**config.mk**
```make
export PLATFORM = sky130hd
export DESIGN_NAME = spi_txn_arbiter
export DESIGN_NICKNAME = d
export VERILOG_FILES = /design/src/rtl/spi_arb_pkg.sv /design/src/rtl/rr_arb2.sv /design/src/rtl/spi_txn_arbiter.sv
export SDC_FILE = /design/constraint.sdc
export NUM_CORES = 1
export LEC_CHECK = 0
export CELL_PAD_IN_SITES_DETAIL_PLACEMENT = 1
export CELL_PAD_IN_SITES_GLOBAL_PLACEMENT = 1
export CORE_UTILIZATION = 27
export CTS_CLUSTER_DIAMETER = 50
export DETAILED_ROUTE_END_ITERATION = 10
export PLACE_DENSITY = 0.85
export REMOVE_ABC_BUFFERS = 1
export SYNTH_ARGS = -nofsm -noshare
export SYNTH_HDL_FRONTEND = slang
export SYNTH_SLANG_ARGS = --single-unit
```
**constraint.sdc**
```tcl
create_clock -name clk -period 1.32 [get_ports clk]
set_input_delay 0.198 -clock clk [delete_from_list [all_inputs] [get_ports clk]]
set_output_delay 0.198 -clock clk [all_outputs]
set_load 0.03 [all_outputs]
```
**src/rtl/spi_arb_pkg.sv**
```systemverilog
// Shared types and constants for the SPI transaction arbiter.
// Holds command encodings, FSM state enum and frame-width multiplier.
package spi_arb_pkg;

    localparam int CMD_W      = 2;
    localparam int FRAME_MULT = 2;

    typedef enum logic [1:0] {
        CMD_WR_ADDR = 2'b00,
        CMD_WR_DATA = 2'b01,
        CMD_RD_ADDR = 2'b10,
        CMD_RD_DATA = 2'b11
    } cmd_e;

    typedef enum logic [2:0] {
        IDLE,
        SEND1,
        WAIT1,
        SEND2,
        WAIT2,
        RESP
    } state_e;

endpackage

```
**src/rtl/rr_arb2.sv**
```systemverilog
// Two-way round-robin arbiter; a tie goes to the requester not granted last.
// The pointer resets so that requester 0 wins the first tie.
module rr_arb2 (
    input  logic       clk,
    input  logic       rst,
    input  logic [1:0] req,
    input  logic       take,
    output logic [1:0] grant
);

    logic last;

    always_comb begin
        grant = req;
        if (req == 2'b11) grant = last ? 2'b01 : 2'b10;
    end

    always_ff @(posedge clk) begin
        if (rst) begin
            last <= 1'b1;
        end else if (take) begin
            last <= grant[1];
        end
    end

endmodule

```
**src/rtl/spi_txn_arbiter.sv**
```systemverilog
// Arbitrates two requesters onto one SPI master as addr+data frame pairs.
// Define SPI_ARB_TIMEOUT_EN to enable the per-wait-state watchdog.
module spi_txn_arbiter
    import spi_arb_pkg::*;
#(
    parameter  int N              = 2,
    parameter  int ADDR_SIZE      = 8,
    parameter  int TIMEOUT_CYCLES = 1024,
    localparam int SW             = (N > 1) ? $clog2(N) : 1,
    localparam int FW             = FRAME_MULT * ADDR_SIZE
) (
    input  logic                   clk,
    input  logic                   rst,
    input  logic [1:0]             req_valid,
    output logic [1:0]             req_ready,
    input  logic [1:0]             req_write,
    input  logic [2*SW-1:0]        req_slave,
    input  logic [2*ADDR_SIZE-1:0] req_addr,
    input  logic [2*ADDR_SIZE-1:0] req_wdata,
    output logic [1:0]             rsp_valid,
    output logic [ADDR_SIZE-1:0]   rsp_rdata,
    output logic                   rsp_err,
    output logic                   spi_start_tx,
    output logic                   spi_start_rx,
    output logic [SW-1:0]          which_slave_enabled,
    output logic [FW-1:0]          spi_din,
    input  logic                   spi_done,
    input  logic [ADDR_SIZE-1:0]   spi_rx_data
);

    state_e                 state;
    logic [1:0]             grant;
    logic [1:0]             owner;
    logic                   take;
    logic                   wr_q;
    logic [ADDR_SIZE-1:0]   wdata_q;
    logic                   sel_wr;
    logic [SW-1:0]          sel_slave;
    logic [ADDR_SIZE-1:0]   sel_addr;
    logic [ADDR_SIZE-1:0]   sel_wdata;

    function automatic logic [FW-1:0] frame(
        input cmd_e                 cmd,
        input logic [ADDR_SIZE-1:0] b
    );
        logic [FW-1:0] f;
        f = '0;
        f[FW-1 -: CMD_W] = cmd;
        f[ADDR_SIZE-1:0] = b;
        return f;
    endfunction

    assign take      = (state == IDLE) && (|req_valid) && !rst;
    assign req_ready = take ? grant : 2'b00;

    rr_arb2 u_arb (
        .clk   (clk),
        .rst   (rst),
        .req   (req_valid),
        .take  (take),
        .grant (grant)
    );

    always_comb begin
        sel_wr    = grant[1] ? req_write[1] : req_write[0];
        sel_slave = grant[1] ? req_slave[2*SW-1:SW] : req_slave[SW-1:0];
        sel_addr  = grant[1] ? req_addr[2*ADDR_SIZE-1:ADDR_SIZE]
                             : req_addr[ADDR_SIZE-1:0];
        sel_wdata = grant[1] ? req_wdata[2*ADDR_SIZE-1:ADDR_SIZE]
                             : req_wdata[ADDR_SIZE-1:0];
    end

`ifdef SPI_ARB_TIMEOUT_EN
    localparam int CW = $clog2(TIMEOUT_CYCLES) + 1;
    logic [CW-1:0] cnt;
    logic          err_q;
    logic          expired;
    assign expired = (cnt == CW'(TIMEOUT_CYCLES - 1));
    assign rsp_err = err_q;
`else
    assign rsp_err = 1'b0;
`endif

    always_ff @(posedge clk) begin
        if (rst) begin
            state               <= IDLE;
            owner               <= 2'b00;
            wr_q                <= 1'b0;
            wdata_q             <= '0;
            rsp_valid           <= 2'b00;
            rsp_rdata           <= '0;
            spi_start_tx        <= 1'b0;
            spi_start_rx        <= 1'b0;
            which_slave_enabled <= '0;
            spi_din             <= '0;
`ifdef SPI_ARB_TIMEOUT_EN
            cnt                 <= '0;
            err_q               <= 1'b0;
`endif
        end else begin
            spi_start_tx <= 1'b0;
            spi_start_rx <= 1'b0;
            rsp_valid    <= 2'b00;
            unique case (state)
                IDLE: begin
                    if (take) begin
                        owner               <= grant;
                        wr_q                <= sel_wr;
                        wdata_q             <= sel_wdata;
                        which_slave_enabled <= sel_slave;
                        spi_din             <= frame(sel_wr ? CMD_WR_ADDR
                                                            : CMD_RD_ADDR,
                                                     sel_addr);
                        spi_start_tx        <= 1'b1;
                        state               <= SEND1;
                    end
                end
                SEND1: begin
                    state <= WAIT1;
`ifdef SPI_ARB_TIMEOUT_EN
                    cnt   <= '0;
`endif
                end
                WAIT1: begin
                    if (spi_done) begin
                        spi_din      <= wr_q ? frame(CMD_WR_DATA, wdata_q)
                                             : frame(CMD_RD_DATA, '0);
                        spi_start_tx <= wr_q;
                        spi_start_rx <= !wr_q;
                        state        <= SEND2;
                    end
`ifdef SPI_ARB_TIMEOUT_EN
                    else if (expired) begin
                        rsp_valid <= owner;
                        rsp_rdata <= '0;
                        err_q     <= 1'b1;
                        state     <= RESP;
                    end else begin
                        cnt <= cnt + 1'b1;
                    end
`endif
                end
                SEND2: begin
                    state <= WAIT2;
`ifdef SPI_ARB_TIMEOUT_EN
                    cnt   <= '0;
`endif
                end
                WAIT2: begin
                    if (spi_done) begin
                        rsp_valid <= owner;
                        rsp_rdata <= wr_q ? '0 : spi_rx_data;
                        state     <= RESP;
                    end
`ifdef SPI_ARB_TIMEOUT_EN
                    else if (expired) begin
                        rsp_valid <= owner;
                        rsp_rdata <= '0;
                        err_q     <= 1'b1;
                        state     <= RESP;
                    end else begin
                        cnt <= cnt + 1'b1;
                    end
`endif
                end
                RESP: begin
                    rsp_rdata <= '0;
`ifdef SPI_ARB_TIMEOUT_EN
                    err_q     <= 1'b0;
`endif
                    state     <= IDLE;
                end
                default: state <= IDLE;
            endcase
        end
    end

endmodule

```
After elaboration in Yosys (flattened, before gate mapping)
Index checks and enable logic that the tools add are counted.

cells by class
  eq/ne operators = 9
  multiplexer cells = 22
  bitwise logic cells = 3
  reductions and logical operators = 14

operators with widths
  cell                                                                   count
  16-bit two-way mux                                                     3
  8-bit two-way mux                                                      4
  16-bit case mux with 2 select lines                                    1
  8-bit case mux with 2 select lines                                     1
  3-bit case mux with 5 select lines                                     1
  3-bit two-way mux                                                      3
  2-bit two-way mux                                                      4
  3-bit by 2-bit equality test with 1-bit output, second input constant  2
  3-bit equality test, second input constant                             2
  2-bit != test, second input constant                                   3
  3-bit AND reduction                                                    2
  3-bit OR reduction                                                     2
  1-bit two-way mux                                                      4
  2-bit AND reduction                                                    2
  2-bit nonzero test                                                     2
  3-bit by 1-bit equality test with 1-bit output, second input constant  1
  3-bit logical NOT                                                      1
  1-bit inverter                                                         3
  2-bit equality test, second input constant                             1
  1-bit logical AND                                                      2
  1-bit logical NOT                                                      2
  1-bit case mux with 2 select lines                                     1
  2-bit OR reduction                                                     1

word-level totals
  register bits = 44
  output and inout port bits = 32
  word-level logic and storage cells = 59

Longest topological paths before layout
Gate-level depths: netlist of the first run.

  word-level depth = 6
  mapped depth = 6

Hierarchy
Synthesis of the first run repeated with hierarchy kept, for this count alone.

second synthesis, totals
  cells, all modules = 193
  area, all modules = 1,795.5 sq um

modules (own cells, without submodules)
  module           times used  cells each  area each (sq um)
  spi_txn_arbiter  1           187         1,741.7
  rr_arb2          1           6           53.8

Worst setup path before layout of the first run
OpenSTA, ideal clock, no wires.

  path type = reg-to-output
  from = reg state[0]
  to = out req_ready[0]
  arrival time = 1,532 ps
  required time = 1,122 ps
  path slack = -410 ps
  cell stages (with the launch flop) = 7
  cell sequence = dfxtp_1 buf_4 nor3_4 and2_1 nand2_1 buf_2 nor2_1

on the way
  cells in the longest elaborated chain, start to end = 4

RTL lines
  what                            RTL line                RTL
  start: declaration              spi_txn_arbiter.sv:31   state_e state;
  start signal: assignment        spi_txn_arbiter.sv:86   state <= IDLE;
  start signal: assignment        spi_txn_arbiter.sv:115  state <= SEND1;
  start signal: assignment        spi_txn_arbiter.sv:119  state <= WAIT1;
  3-bit logical NOT               spi_txn_arbiter.sv:53   assign take = (state == IDLE) && (|req_valid) && !rst;
  1-bit logical AND (2 in a row)  spi_txn_arbiter.sv:53
  2-bit two-way mux               spi_txn_arbiter.sv:54   assign req_ready = take ? grant : 2'b00;
  end: declaration                spi_txn_arbiter.sv:15   output logic [1:0] req_ready,

Every way passes these cells.

Worst setup path after layout of the first run
  from = reg state[2]
  to = out req_ready[0]

The elaborated chain is that of the path after synthesis.

==> run metrics, run 1 <==
status=finished, violations left; violated checks=negative setup slack; met3 Resource Use GR=around 4.0%; Via Count=1859; Synth async-reset ratio=0%; Buffers on Ports=73; largest net degree at the start of global routing=18; crit-path max FO=4; # diodes=0; WL/cell=17.6 um; residual DRC count=0; gr ovfl total=0; Mapped Area=0.00180 mm^2; met2 usage=a little under a third; Die Y=83.7 um; R2R depth=6; startpoint of the worst register-to-register path=state[2]; post-DP HPWL=4130 um; Post-Route WL=around 6600 um; die area=0.00700 mm^2; Max-Cap Viols=0; worst clock skew=0.00859 ns; CP Capture Type=output pin; vias in the first global route=1868; sequential-to-total area share from yosys stat=42.3%; layout cell share with drive strength beyond 1=29.4%; Via density=4.94; final hold violations=0; Synth Instances=193; max-slew violations=0; Rows=29; crit-path cells=nor3_4 -> and2_4 -> nand2_4 -> nor2_2 -> buf_6; RSZ-0062 raised after global routing=true; Setup CP Type=reg -> out; synth top area cells=dfxtp_1 42%, a21oi_1 6.1%, nand2_1 6.0%, mux2i_1 5.6%, o2bb2ai_1 4.9%; Top Usage Layer GRT=met2; M1 GR Usage=20.6%; Worst-path clk slew=~0.070 ns; Post-synth EDFFs=0; Layout area overhead=76.4%; fin nets=about 350; Peak VDD IR=0.555 mV; setup_tns=-2.50 ns; die width=83.7 um; Antenna Violating Nets Remaining=0; DRT iter0 DRCs=44; CP max-delay cell=dfxtp_4; power density over the cells=1230 mW/mm^2; Worst Hold Depth=4; htree depth=2; Top FF cell, synth=dfxtp_1; XOR/XNOR Fraction of Synth Area=0.486%; drt pass-1 iters=4; Area after DPL=between 0.002 and 0.003 mm^2; multiplexer share of the synthesized area=5.56%; final worst slack=-0.278 ns; fin crit share=121%; LEAKAGE=1.35 nW; Clk Latency, worst-skew pair=~0.29 ns; Worst R2R Setup Slack=-0.24 ns; Initial Util=28.2%; Setup crit start kind=register; total track usage=17.2%; yosys warns=0; Final Setup Violations=18; CP arrival=1.40 ns; Compound-Gate Fraction of Synth Area=24.0%; Critical Path Sink=req_ready[0]; top post-synthesis cells by count=38 x dfxtp_1, 29 x nand2_1, 22 x a21oi_1, 13 x nor2_1; Placeable Area=0.00639 mm^2; simple-gate area share of the yosys netlist=about a fifth; Slowest Stage Delay on Critical Path=0.38 ns; post-synth cell types=40; root buf cell=clkbuf_8; Final min period=1.60 ns; CTS Buf Count=5; Max Root-Sink Buffers=2; count leader, synth=dfxtp_1; Max Clk Rate=approximately 0.63 GHz; CTS tree=yes; routability congestion estimate=0.695; Yosys top cell by area=dfxtp_1; fin area=0.00318 mm^2; Synth Register Bits=38; first-pass GRT wire length=9560 um; main combinational cell family by area after synthesis=compound AO/OA/AOI/OAI gates; worst setup path startpoint=state[2]; worst hold path class=in -> reg; CP required=about 1.1 ns; R2R Path End=spi_din[2]; post-synthesis area per instance=9.33 um^2; Synth top area share=42.3%; I/O pin cnt=81; Synth Area in Adders=0%; CTS sink count=38; cts hold-fix bufs=0; initial antenna violation count=0
[sequential cells by signal, summed over array words and instances, names as in the netlist, 2 cells and up]
register   flops
rsp_valid      2
wdata_q        8
spi_din       10
owner          2
rsp_rdata      8
state          3
[per-stage QoR]
stage	instances	total power, mW	utilization, %	hold WS, ns	setup slack [ns]
4_1_cts	367	3.77	46.8	0.461	-0.211
5_1_grt	376	4.09	49.7	0.430	-0.343
6_report	376	3.92	49.7	0.419	-0.278
3_3_place_gp	352	2.44	42.6	0.442	-0.365
2_1_floorplan	178	1.92	-	0.260	-0.429
3_5_place_dp	352	2.47	42.6	0.452	-0.486
[placed cells by master, fill, tap and decap left out, types with 2 or more instances in the layout]
| master | instances |
|---|---|
| a21oi_1 | 17 |
| a21oi_2 | 6 |
| a221o_1 | 8 |
| a22o_1 | 2 |
| a22oi_1 | 3 |
| buf_12 | 3 |
| buf_4 | 27 |
| buf_6 | 9 |
| bufinv_16 | 2 |
| clkbuf_16 | 2 |
| clkbuf_8 | 6 |
| clkdlybuf4s50_1 | 45 |
| conb_1 | 7 |
| dfxtp_1 | 34 |
| dfxtp_4 | 3 |
| dlygate4sd2_1 | 25 |
| inv_1 | 3 |
| mux2i_1 | 9 |
| nand2_1 | 27 |
| nand2b_1 | 2 |
| nor2_1 | 9 |
| nor2_2 | 3 |
| nor2_4 | 2 |
| nor3b_1 | 2 |
| nor3b_2 | 4 |
| nor3b_4 | 2 |
| o21ai_1 | 2 |
| o2bb2ai_1 | 10 |
[per-layer routing]
metal	routed length, um	share of wire, %
met5	0	0
met1	2820	43
met4	89	1.3
met3	276	4.2
met2	3420	52
[timing repair]
item                                    CTS  global route
endpoints found under the setup margin   60            26
gates resized for setup                  50            25
hold endpoints to repair                  0             0
setup buffers                             7             8
cloned                                    0             3
pin swaps                                 9             6
[where the power goes]
| part | internal, mW | switching [mW] | total, mW |
|---|---|---|---|
| Combinational | 0.672 | 0.655 | 1.33 |
| Clock | 0.807 | 0.431 | 1.24 |
| Sequential | 1.27 | 0.0844 | 1.35 |
[cell families (layout without fill, tap and decap cells)]
group | count (synthesis) | in the layout
mux | 10 | 10
simple gates | 62 | 62
other cells | 1 | 7
compound gates | 56 | 56
flops | 38 | 38
buf+inv | 25 | 125
xor+xnor | 1 | 1
[layout make-up]
type | count | area, um^2
timing repair buffer | 113 | 1110
sequential | 38 | 773
clock buffer | 6 | 82.6
inverter | 4 | 15.0
fill | 705 | 3210
multi-input combinational | 136 | 1040
clock inverter | 2 | 60.1
tap | 77 | 96.3
[worst max-delay path, delay by kind of cell (launching register included)]
family	cells	cell delay, ns
and+or+nand+nor	4	0.58
DFF	1	0.38
buffers and inverters	1	0.15
[worst min-delay path by stage]
stage	to	slack, ns	start
after detailed placement	spi_din[7]	0.45	spi_din[7]
after CTS	spi_din[7]	0.46	spi_din[7]
after global routing	state[0]	0.43	spi_done
after global placement	spi_din[6]	0.44	spi_din[6]
after floorplan	spi_din[0]	0.26	rst
final	state[0]	0.42	spi_done
No activity file was read; power rests on OpenSTA's default activity.
==> run 2, diff against run 1 <==
--- a/config.mk
+++ b/config.mk
@@ -7,6 +7,7 @@
 export LEC_CHECK = 0
 export CELL_PAD_IN_SITES_DETAIL_PLACEMENT = 1
 export CELL_PAD_IN_SITES_GLOBAL_PLACEMENT = 1
+export CORE_ASPECT_RATIO = 1.4
 export CORE_UTILIZATION = 27
 export CTS_CLUSTER_DIAMETER = 50
 export DETAILED_ROUTE_END_ITERATION = 10
==> run metrics, run 2 (synthesis results as in run 1) <==
first-pass GRT wire length=11000 um (+15%); Final Setup Violations=29 (+11); cts hold-fix bufs=0 (unchanged); Slowest Stage Delay on Critical Path=0.35 ns (-0.03 ns); die width=71.0 um (-15%); CP bufs+invs=1 (unchanged); Final min period=1.60 ns (+0.00140 ns); gr ovfl total=0 (unchanged); worst clock skew=0.00470 ns (-0.00389 ns); CP arrival=1.40 ns (about the same); leading registers by flop count=spi_din: 10 flops, rsp_rdata: 8 flops, wdata_q: 8 flops; post-DP HPWL=4210 um (+1.9%); die area=0.00700 mm^2 (about the same); status=finished, violations left; Post-Route WL=6780 um (+2.6%); CTS tree=yes; commonest cells after routing, fill and taps aside=45 x clkdlybuf4s50_1, 35 x buf_4, 34 x dfxtp_1; CP max-delay cell=dfxtp_2; crit-path cells=nor3_4 -> and2_4 -> nand2_4 -> nor2_2 -> buf_6; CTS sink count=38 (unchanged); I/O pin cnt=81 (unchanged); largest net degree at the start of global routing=19 (+1); total power draw=4.00 mW (+1.9%); Max-Cap Viols=0 (unchanged); Max Root-Sink Buffers=2 (unchanged); placed cells=352 (unchanged); Via density=5.06 (+2.3%); WHS Endpoint=spi_din[6]; power density over the cells=1240 mW/mm^2 (+0.13%); Layout area overhead=79.6%; initial antenna violation count=0 (unchanged); Placeable Area=0.00634 mm^2 (-0.74%); startpoint of the worst register-to-register path=state[1]; htree depth=2 (unchanged); WL/cell=18.0 um (+2.6%); # diodes=0 (unchanged); Worst R2R Setup Slack=-0.27 ns (-0.03 ns); final hold violations=0 (unchanged); CP required=1.12 ns (about the same); layout cell share with drive strength beyond 1=31.9% (+2.5 points); R2R depth=6 (unchanged); Max Clk Rate=0.625 GHz (about the same); worst hold path class=reg -> reg; crit-path max FO=4 (unchanged); R2R Path End=spi_din[2]; crit-path leading delay family=simple AND/OR/NAND/NOR gates; LEAKAGE=1.39 nW (+3.1%); CP Capture Type=output pin; Initial Util=28.4% (+0.21 points); Final Util=51.0% (+1.3 points); DRT iter0 DRCs=77 (+75%); RSZ-0062 raised after global routing=true; residual DRC count=8 (+8); fin crit share=121% (about the same); Setup CP Type=reg -> out; Clk Latency, worst-skew pair=0.30 ns (about the same); max FFs per register=10 (unchanged); final worst slack=-0.280 ns (-0.00140 ns); Via Count=1901 (+2.3%); Layout Cells excl Fill=376 (unchanged); commonest non-fill, non-tap cell in the layout=clkdlybuf4s50_1; vias in the first global route=2138 (+14%); Rows=34 (+17%); total track usage=20.5% (+3.3 points); routability congestion estimate=0.731 (+5.2%); drt pass-1 iters=7 (+3); root buf cell=clkbuf_8; Setup crit start kind=register; Buffers on Ports=73 (unchanged); Worst-path clk slew=0.08 ns (about the same); fin nets=352 (+1.4%); hold path startpoint=spi_din[6]; CTS Buf Count=5 (unchanged); violated checks=design-rule violations, negative setup slack; Antenna Violating Nets Remaining=0 (unchanged); Peak VDD IR=0.460 mV (-17%); Worst Hold Depth=2 (-2); Biggest register=spi_din; Die Y=98.6 um (+18%); max-slew violations=0 (unchanged)
[run 2: cell count changes in the layout (fill, tap and decap cells not counted), sizes merged]
| cell | delta |
|---|---|
| buf | +7 |
| clkbuf | -2 |
| dlygate4sd2 | +1 |
| dlymetal6s2s | -1 |
[run 2: repair_timing]
action,CTS,global route
resized for setup,60,17
setup endpoints to repair,59,37
pin swaps,10,2
buffers inserted,13,2
gates cloned,2,0
[run 2: metrics by stage]
step	setup TNS [ns]	cell area, um^2	worst slack [ns]	hold WS, ns
floorplan	-5.63	1680	-0.429	0.260
global placement	-11.05	2750	-0.392	0.439
detailed placement	-12.52	2750	-0.445	0.446
CTS	-2.35	3130	-0.214	0.460
global route	-4.74	3230	-0.336	0.481
finish	-3.00	3230	-0.280	0.459
[run 2: layer usage]
layer	up-vias	track usage [%]	wire (um)
met4	0	7.54	164
met1	931	20.1	2490
met2	61	41.5	3840
met5	-	0	0
li1	894	-	-
met3	15	3.68	283
[run 2: cell type report]
| cell class | instances | area (um^2) |
|---|---|---|
| flip-flops and latches | 38 | 771 |
| inverters | 4 | 15.0 |
| well taps | 72 | 90.1 |
| fillers | 712 | 3110 |
| repair buffers | 118 | 1150 |
| multi-input cells | 136 | 1070 |
| clock inverters | 2 | 60.1 |
| clock buffers | 6 | 82.6 |
[run 2: worst max-delay path by stage]
| stage | depth (start not counted) | endpoint | startpoint |
|---|---|---|---|
| after floorplan | 4 | req_ready[0] | state[2] |
| after global placement | 6 | req_ready[1] | req_valid[0] |
| after detailed placement | 6 | spi_din[2] | spi_done |
| after CTS | 5 | req_ready[0] | state[1] |
| after global routing | 5 | req_ready[0] | state[1] |
| final | 5 | req_ready[0] | state[1] |
[run 2: report_power, final]
group	leakage, nW	total (mW)	internal (mW)	switching (mW)
clock network	0.0714	1.25	0.806	0.442
logic	1.01	1.39	0.695	0.696
registers	0.312	1.36	1.27	0.0876
total	1.39	4.00	2.77	1.23
[run 2: worst register-to-register path, stage by stage (launching register included)]
cell	delay, ns
dfxtp_2	0.35
nor3_4	0.23
buf_4	0.17
a31oi_4	0.14
buf_12	0.18
a221o_1	0.30
a21oi_2	0.16
